<file path="src/rtl/alu_integer_seq.sv">
// Sequential signed saturating integer ALU: add/sub in one cycle, mul/mac through
// an iterative shift-add datapath, with valid/ready handshakes on both sides.
module alu_integer_seq #(
    parameter int DATA_WIDTH = 8
) (
    input  logic                  clk,
    input  logic                  rst,
    input  logic                  in_valid,
    output logic                  in_ready,
    input  logic [1:0]            opcode,
    input  logic [DATA_WIDTH-1:0] A,
    input  logic [DATA_WIDTH-1:0] B,
    input  logic                  clear_acc,
    output logic                  out_valid,
    input  logic                  out_ready,
    output logic [DATA_WIDTH-1:0] Out,
    output logic                  N,
    output logic                  V,
    output logic                  Z,
    output logic                  busy
);

    localparam int W  = DATA_WIDTH;
    localparam int XW = 2 * W + 1;
    localparam int CW = $clog2(W);
    localparam logic [CW-1:0] LAST_STEP = CW'(W - 1);
    localparam logic signed [XW-1:0] SAT_MAX = {{(W + 2){1'b0}}, {(W - 1){1'b1}}};
    localparam logic signed [XW-1:0] SAT_MIN = {{(W + 2){1'b1}}, {(W - 1){1'b0}}};

    typedef enum logic [1:0] {
        IDLE = 2'd0,
        MUL  = 2'd1,
        DONE = 2'd2
    } state_t;

    state_t          state_reg, state_next;
    logic [2*W-1:0]  mcand_reg, mcand_next;
    logic [2*W-1:0]  prod_reg, prod_next;
    logic [W-1:0]    mplier_reg, mplier_next;
    logic            sign_reg, sign_next;
    logic            is_mac_reg, is_mac_next;
    logic [CW-1:0]   cnt_reg, cnt_next;
    logic [W-1:0]    acc_reg, acc_next;
    logic [W-1:0]    out_reg, out_next;
    logic            n_reg, n_next;
    logic            v_reg, v_next;
    logic            z_reg, z_next;

    // Returns {clamped, value} for a wide signed intermediate result.
    function automatic logic [W:0] saturate(input logic signed [XW-1:0] x);
        logic [W:0] r;
        if (x > SAT_MAX) begin
            r = {1'b1, 1'b0, {(W - 1){1'b1}}};
        end else if (x < SAT_MIN) begin
            r = {1'b1, 1'b1, {(W - 1){1'b0}}};
        end else begin
            r = {1'b0, x[W-1:0]};
        end
        return r;
    endfunction

    logic [W-1:0]        abs_a, abs_b;
    logic signed [W:0]   a_w, b_w, addsub_w;
    logic [XW-1:0]       addsub_x;
    logic [2*W-1:0]      step_addend, step_sum;
    logic [XW-1:0]       mag_x, prod_x, acc_x, final_x, sat_in;
    logic [W-1:0]        acc_eff;
    logic [W:0]          sat_res;

    // Negating the most negative value yields 2^(W-1), which is correct as unsigned.
    assign abs_a = A[W-1] ? -A : A;
    assign abs_b = B[W-1] ? -B : B;

    assign a_w      = {A[W-1], A};
    assign b_w      = {B[W-1], B};
    assign addsub_w = opcode[0] ? (a_w - b_w) : (a_w + b_w);
    assign addsub_x = {{W{addsub_w[W]}}, addsub_w};

    assign step_addend = mplier_reg[0] ? mcand_reg : '0;
    assign step_sum    = prod_reg + step_addend;

    // A clear on the finalizing edge takes precedence over the old accumulator.
    assign acc_eff = clear_acc ? '0 : acc_reg;
    assign mag_x   = {1'b0, step_sum};
    assign prod_x  = sign_reg ? -mag_x : mag_x;
    assign acc_x   = {{(W + 1){acc_eff[W-1]}}, acc_eff};
    assign final_x = is_mac_reg ? (acc_x + prod_x) : prod_x;

    assign sat_in  = (state_reg == MUL) ? final_x : addsub_x;
    assign sat_res = saturate(sat_in);

    always_comb begin
        state_next  = state_reg;
        mcand_next  = mcand_reg;
        prod_next   = prod_reg;
        mplier_next = mplier_reg;
        sign_next   = sign_reg;
        is_mac_next = is_mac_reg;
        cnt_next    = cnt_reg;
        acc_next    = acc_eff;
        out_next    = out_reg;
        n_next      = n_reg;
        v_next      = v_reg;
        z_next      = z_reg;

        case (state_reg)
            IDLE: begin
                if (in_valid) begin
                    if (!opcode[1]) begin
                        out_next   = sat_res[W-1:0];
                        v_next     = sat_res[W];
                        n_next     = sat_res[W-1];
                        z_next     = (sat_res[W-1:0] == '0);
                        state_next = DONE;
                    end else begin
                        mcand_next  = {{W{1'b0}}, abs_a};
                        mplier_next = abs_b;
                        prod_next   = '0;
                        sign_next   = A[W-1] ^ B[W-1];
                        is_mac_next = opcode[0];
                        cnt_next    = '0;
                        state_next  = MUL;
                    end
                end
            end
            MUL: begin
                prod_next   = step_sum;
                mcand_next  = mcand_reg << 1;
                mplier_next = mplier_reg >> 1;
                cnt_next    = cnt_reg + CW'(1);
                if (cnt_reg == LAST_STEP) begin
                    out_next   = sat_res[W-1:0];
                    v_next     = sat_res[W];
                    n_next     = sat_res[W-1];
                    z_next     = (sat_res[W-1:0] == '0);
                    cnt_next   = '0;
                    state_next = DONE;
                    if (is_mac_reg) begin
                        acc_next = sat_res[W-1:0];
                    end
                end
            end
            DONE: begin
                if (out_ready) begin
                    state_next = IDLE;
                end
            end
            default: begin
                state_next = IDLE;
            end
        endcase
    end

    always_ff @(posedge clk or posedge rst) begin
        if (rst) begin
            state_reg  <= IDLE;
            mcand_reg  <= '0;
            prod_reg   <= '0;
            mplier_reg <= '0;
            sign_reg   <= 1'b0;
            is_mac_reg <= 1'b0;
            cnt_reg    <= '0;
            acc_reg    <= '0;
            out_reg    <= '0;
            n_reg      <= 1'b0;
            v_reg      <= 1'b0;
            z_reg      <= 1'b0;
        end else begin
            state_reg  <= state_next;
            mcand_reg  <= mcand_next;
            prod_reg   <= prod_next;
            mplier_reg <= mplier_next;
            sign_reg   <= sign_next;
            is_mac_reg <= is_mac_next;
            cnt_reg    <= cnt_next;
            acc_reg    <= acc_next;
            out_reg    <= out_next;
            n_reg      <= n_next;
            v_reg      <= v_next;
            z_reg      <= z_next;
        end
    end

    assign in_ready  = (state_reg == IDLE);
    assign out_valid = (state_reg == DONE);
    assign busy      = (state_reg == MUL);
    assign Out       = out_reg;
    assign N         = n_reg;
    assign V         = v_reg;
    assign Z         = z_reg;

endmodule

</file>
<file path="config.mk">
export PLATFORM = sky130hd
export DESIGN_NAME = alu_integer_seq
export DESIGN_NICKNAME = d
export VERILOG_FILES = /design/src/rtl/alu_integer_seq.sv
export SDC_FILE = /design/constraint.sdc
export NUM_CORES = 1
export LEC_CHECK = 0
export ABC_AREA = 1
export CAP_MARGIN = 20
export CORE_ASPECT_RATIO = 1.25
export CORE_MARGIN = 2
export CORE_UTILIZATION = 50
export DETAILED_ROUTE_END_ITERATION = 8
export PLACE_DENSITY_LB_ADDON = 0.05
export SKIP_CTS_REPAIR_TIMING = 1
export SKIP_LAST_GASP = 1
export SLEW_MARGIN = 20
export SYNTH_ARGS = -nofsm -noshare
export SYNTH_HDL_FRONTEND = slang
export SYNTH_SLANG_ARGS = --single-unit
</file>
<file path="constraint.sdc">
create_clock -name clk -period 4.87 [get_ports clk]
set_input_delay 0.974 -clock clk [delete_from_list [all_inputs] [get_ports clk]]
set_output_delay 0.974 -clock clk [all_outputs]
set_load 0.01 [all_outputs]
</file>
==> reports/results.tsv <==
stage	metric	value	unit
outcome	status	finished, final reports clean	
worst_setup_path	WP data required	5.10	ns
worst_setup_path	Largest stage delay, worst path	0.53	ns
cells_and_area	most frequent cells in the layout	281 x nand2_1, 138 x inv_1, 75 x nand3_1	
yosys	syn_area_per_cell	6.44	um^2
place	Post-DP HPWL	12.7	mm
clocking	CTS Buf Count	9	
yosys	Seq/Total Area, Yosys	0.263	
yosys	Cell variety after synth	48	
timing	worst slew pin tran	0.790	ns
global_route	largest net degree at the start of global routing	38	
die	die height	128	um
yosys	mapped cell area	6190	um^2
yosys	Yosys warning total	0	
cells_and_area	area grow syn2layout	18.3	%
timing	skew final	0.00927	ns
cells_and_area	fillcell total	1208	
place	# placed instances	1148	
power_and_ir_drop	VDD IR max	0.385	mV
cells_and_area	most common cell after layout, fill and taps aside	nand2_1	
timing	PnR worst setup slack	0.402	ns
timing	period utilization	0.917	
timing	Setup TNS	0	ns
global_route	global-route wire length before repair	27.3	mm
global_route	antenna violations before repair	0	
yosys	Syn Nets	1035	
drt	vias per cell	5.27	
place	GP Congestion	0.909	
worst_setup_path	CP max FO	4	
timing	Final min period	4.47	ns
global_route	vias in the first global route	5909	
clocking	CTS HTree Levels	3	
place	dpl ws	0.118	ns
die	Row Count	45	
yosys	Post-synth EDFFs	0	
global_route	gr usage total	0.253	
cells_and_area	area occupied by multi-input gates	4140	um^2
drt	DR DRC count	0	
timing	# setup viols final	0	
drt	initial drt markers	320	
timing	Pins Over Slew Limit	0	
drt	final wirelength	16.4	mm
power_and_ir_drop	power density cells	618	nW/um^2
worst_hold_path	Hold Crit Class	flop to flop	
flow_run	Max Cap Viol	0	
die	die area	13300	um^2
worst_setup_path	Crit path arrival time	4.70	ns
timing	Hold Worst Slack	0.488	ns
yosys	Syn Inst Count	962	
place	Port Buffer Count	36	
cells_and_area	Register Area	1630	um^2
clocking	CTS tree	done	
cells_and_area	Layout Cells excl Fill	1172	
yosys	dominant register cell in the synthesized netlist	dfrtp_1	
clocking	Skew-Pair Late Insertion Delay	0.34	ns
die	num ports	37	
worst_setup_path	CP max-delay cell	fa_2	
die	Chip Width	104	um
die	initial core utilization	0.511	
worst_setup_path	CP Capture Type	flop	
clocking	CTS sink count	65	
drt	Routed wire per std cell	14.0	um
cells_and_area	fin nets	1077	
die	Core ar.	12100	um^2
timing	Max transition margin	0.473	
clocking	Max Root-Sink Buffers	2	
timing	highest clock rate	0.224	GHz
clocking	Worst-path clk slew	0.06	ns
power_and_ir_drop	Tot Pwr	4530	uW
worst_setup_path	CP dominant cell by count	nand2_1	
global_route	Overflow after GRT	0	
worst_setup_path	Worst setup SP type	flop	
power_and_ir_drop	leak pwr	0.00383	uW
yosys	Yosys reg bits	65	
drt	Post-DRT Antenna Nets	0	
yosys	ys async rst share	1.00	
drt	Via Count	6180	
clocking	Root Driver	clkbuf_16	
worst_setup_path	Setup CP Type	flop to flop	
cells_and_area	ant diodes	0	
cells_and_area	fraction of layout cells with a size suffix above 1	0.118	
drt	drt pass-1 iters	5	
timing	Fin. Hold Viols	0	
## cells by family after synthesis
logic type      count (synthesis)  share of synthesized area
fa+ha+maj                      50                      0.105
compound gates                167                      0.160
flops                          65                      0.263
xor+xnor                       25                     0.0354
buf+inv                       178                      0.111
mux                             1                    0.00182
simple gates                  476                      0.324
## through the flow
stage / util / cell area (um^2)
2_1_floorplan: - / 6190
3_3_place_gp: 0.556 / 6730
3_5_place_dp: 0.556 / 6730
4_1_cts: 0.579 / 7010
5_1_grt: 0.605 / 7320
6_report: 0.605 / 7320
## path summary, 6_finish.rpt
| check | slack [ns] | start | cells after the start | to |
|---|---|---|---|---|
| worst max-delay path | 0.40 | mplier_reg[0] | 32 | acc_reg[0] |
| worst min-delay path | 0.49 | Out[5] | 2 | Out[5] |
| worst max register to register | 0.40 | mplier_reg[0] | 32 | acc_reg[0] |
| max in group asynchronous | 2.87 | rst | 3 | acc_reg[3] |
| worst min register to register | 0.49 | Out[5] | 2 | Out[5] |
| min in group asynchronous | 1.10 | rst | 2 | prod_reg[7] |
## worst max-delay path, delay by kind of cell, from the launching register on
family          cells  cell delay [ns]
compound gates      6             0.72
simple gates       15             1.33
fa+ha+maj           4             1.18
xor+xnor            2             0.36
buf+inv             5             0.35
flops               1             0.40
## synthesized netlist by cell type (all sizes together) (3+ instances only)
master | instances | area (um^2)
clkinv | 5 | 18.8
nand2 | 302 | 1180
o211ai | 9 | 67.6
a22o | 3 | 26.3
and2 | 3 | 18.8
o22ai | 9 | 56.3
nor3 | 6 | 30.0
xor2 | 14 | 123
nor2 | 77 | 309
a21oi | 44 | 220
fa | 3 | 60.1
a31oi | 8 | 50.1
ha | 47 | 588
o21ai | 66 | 342
inv | 148 | 556
buf | 6 | 40.0
o221ai | 6 | 52.6
xnor2 | 11 | 96.3
o21bai | 6 | 48.8
clkbuf | 19 | 71.3
nand4 | 5 | 31.3
a21o | 5 | 37.5
nand3 | 80 | 420
dfrtp | 65 | 1630
## cell type report
type / count / area share
Multi-Input combinational cell: 721 / 0.566
Inverter: 153 / 0.0784
Tap cell: 164 / 0.0280
Sequential cell: 65 / 0.222
Clock inverter: 5 / 0.00547
Timing Repair Buffer: 54 / 0.0677
Clock buffer: 10 / 0.0326
## report_power, final
group / total, uW / switching [uW] / leakage, uW / internal, uW
Clock: 615 / 256 / 0.000128 / 359
Sequential: 876 / 156 / 0.000844 / 720
Combinational: 3030 / 1890 / 0.00285 / 1140
Total: 4530 / 2300 / 0.00383 / 2220
## metal layers
layer	GRT usage	up-vias	part of all wire	wire, um
met3	0.0324	45	0.037	611
met4	0.101	0	0.036	586
met1	0.308	2781	0.44	7210
met2	0.459	155	0.49	8050
li1	-	3199	-	-
met5	0	-	0	0
No activity file was read; power rests on OpenSTA's default activity.
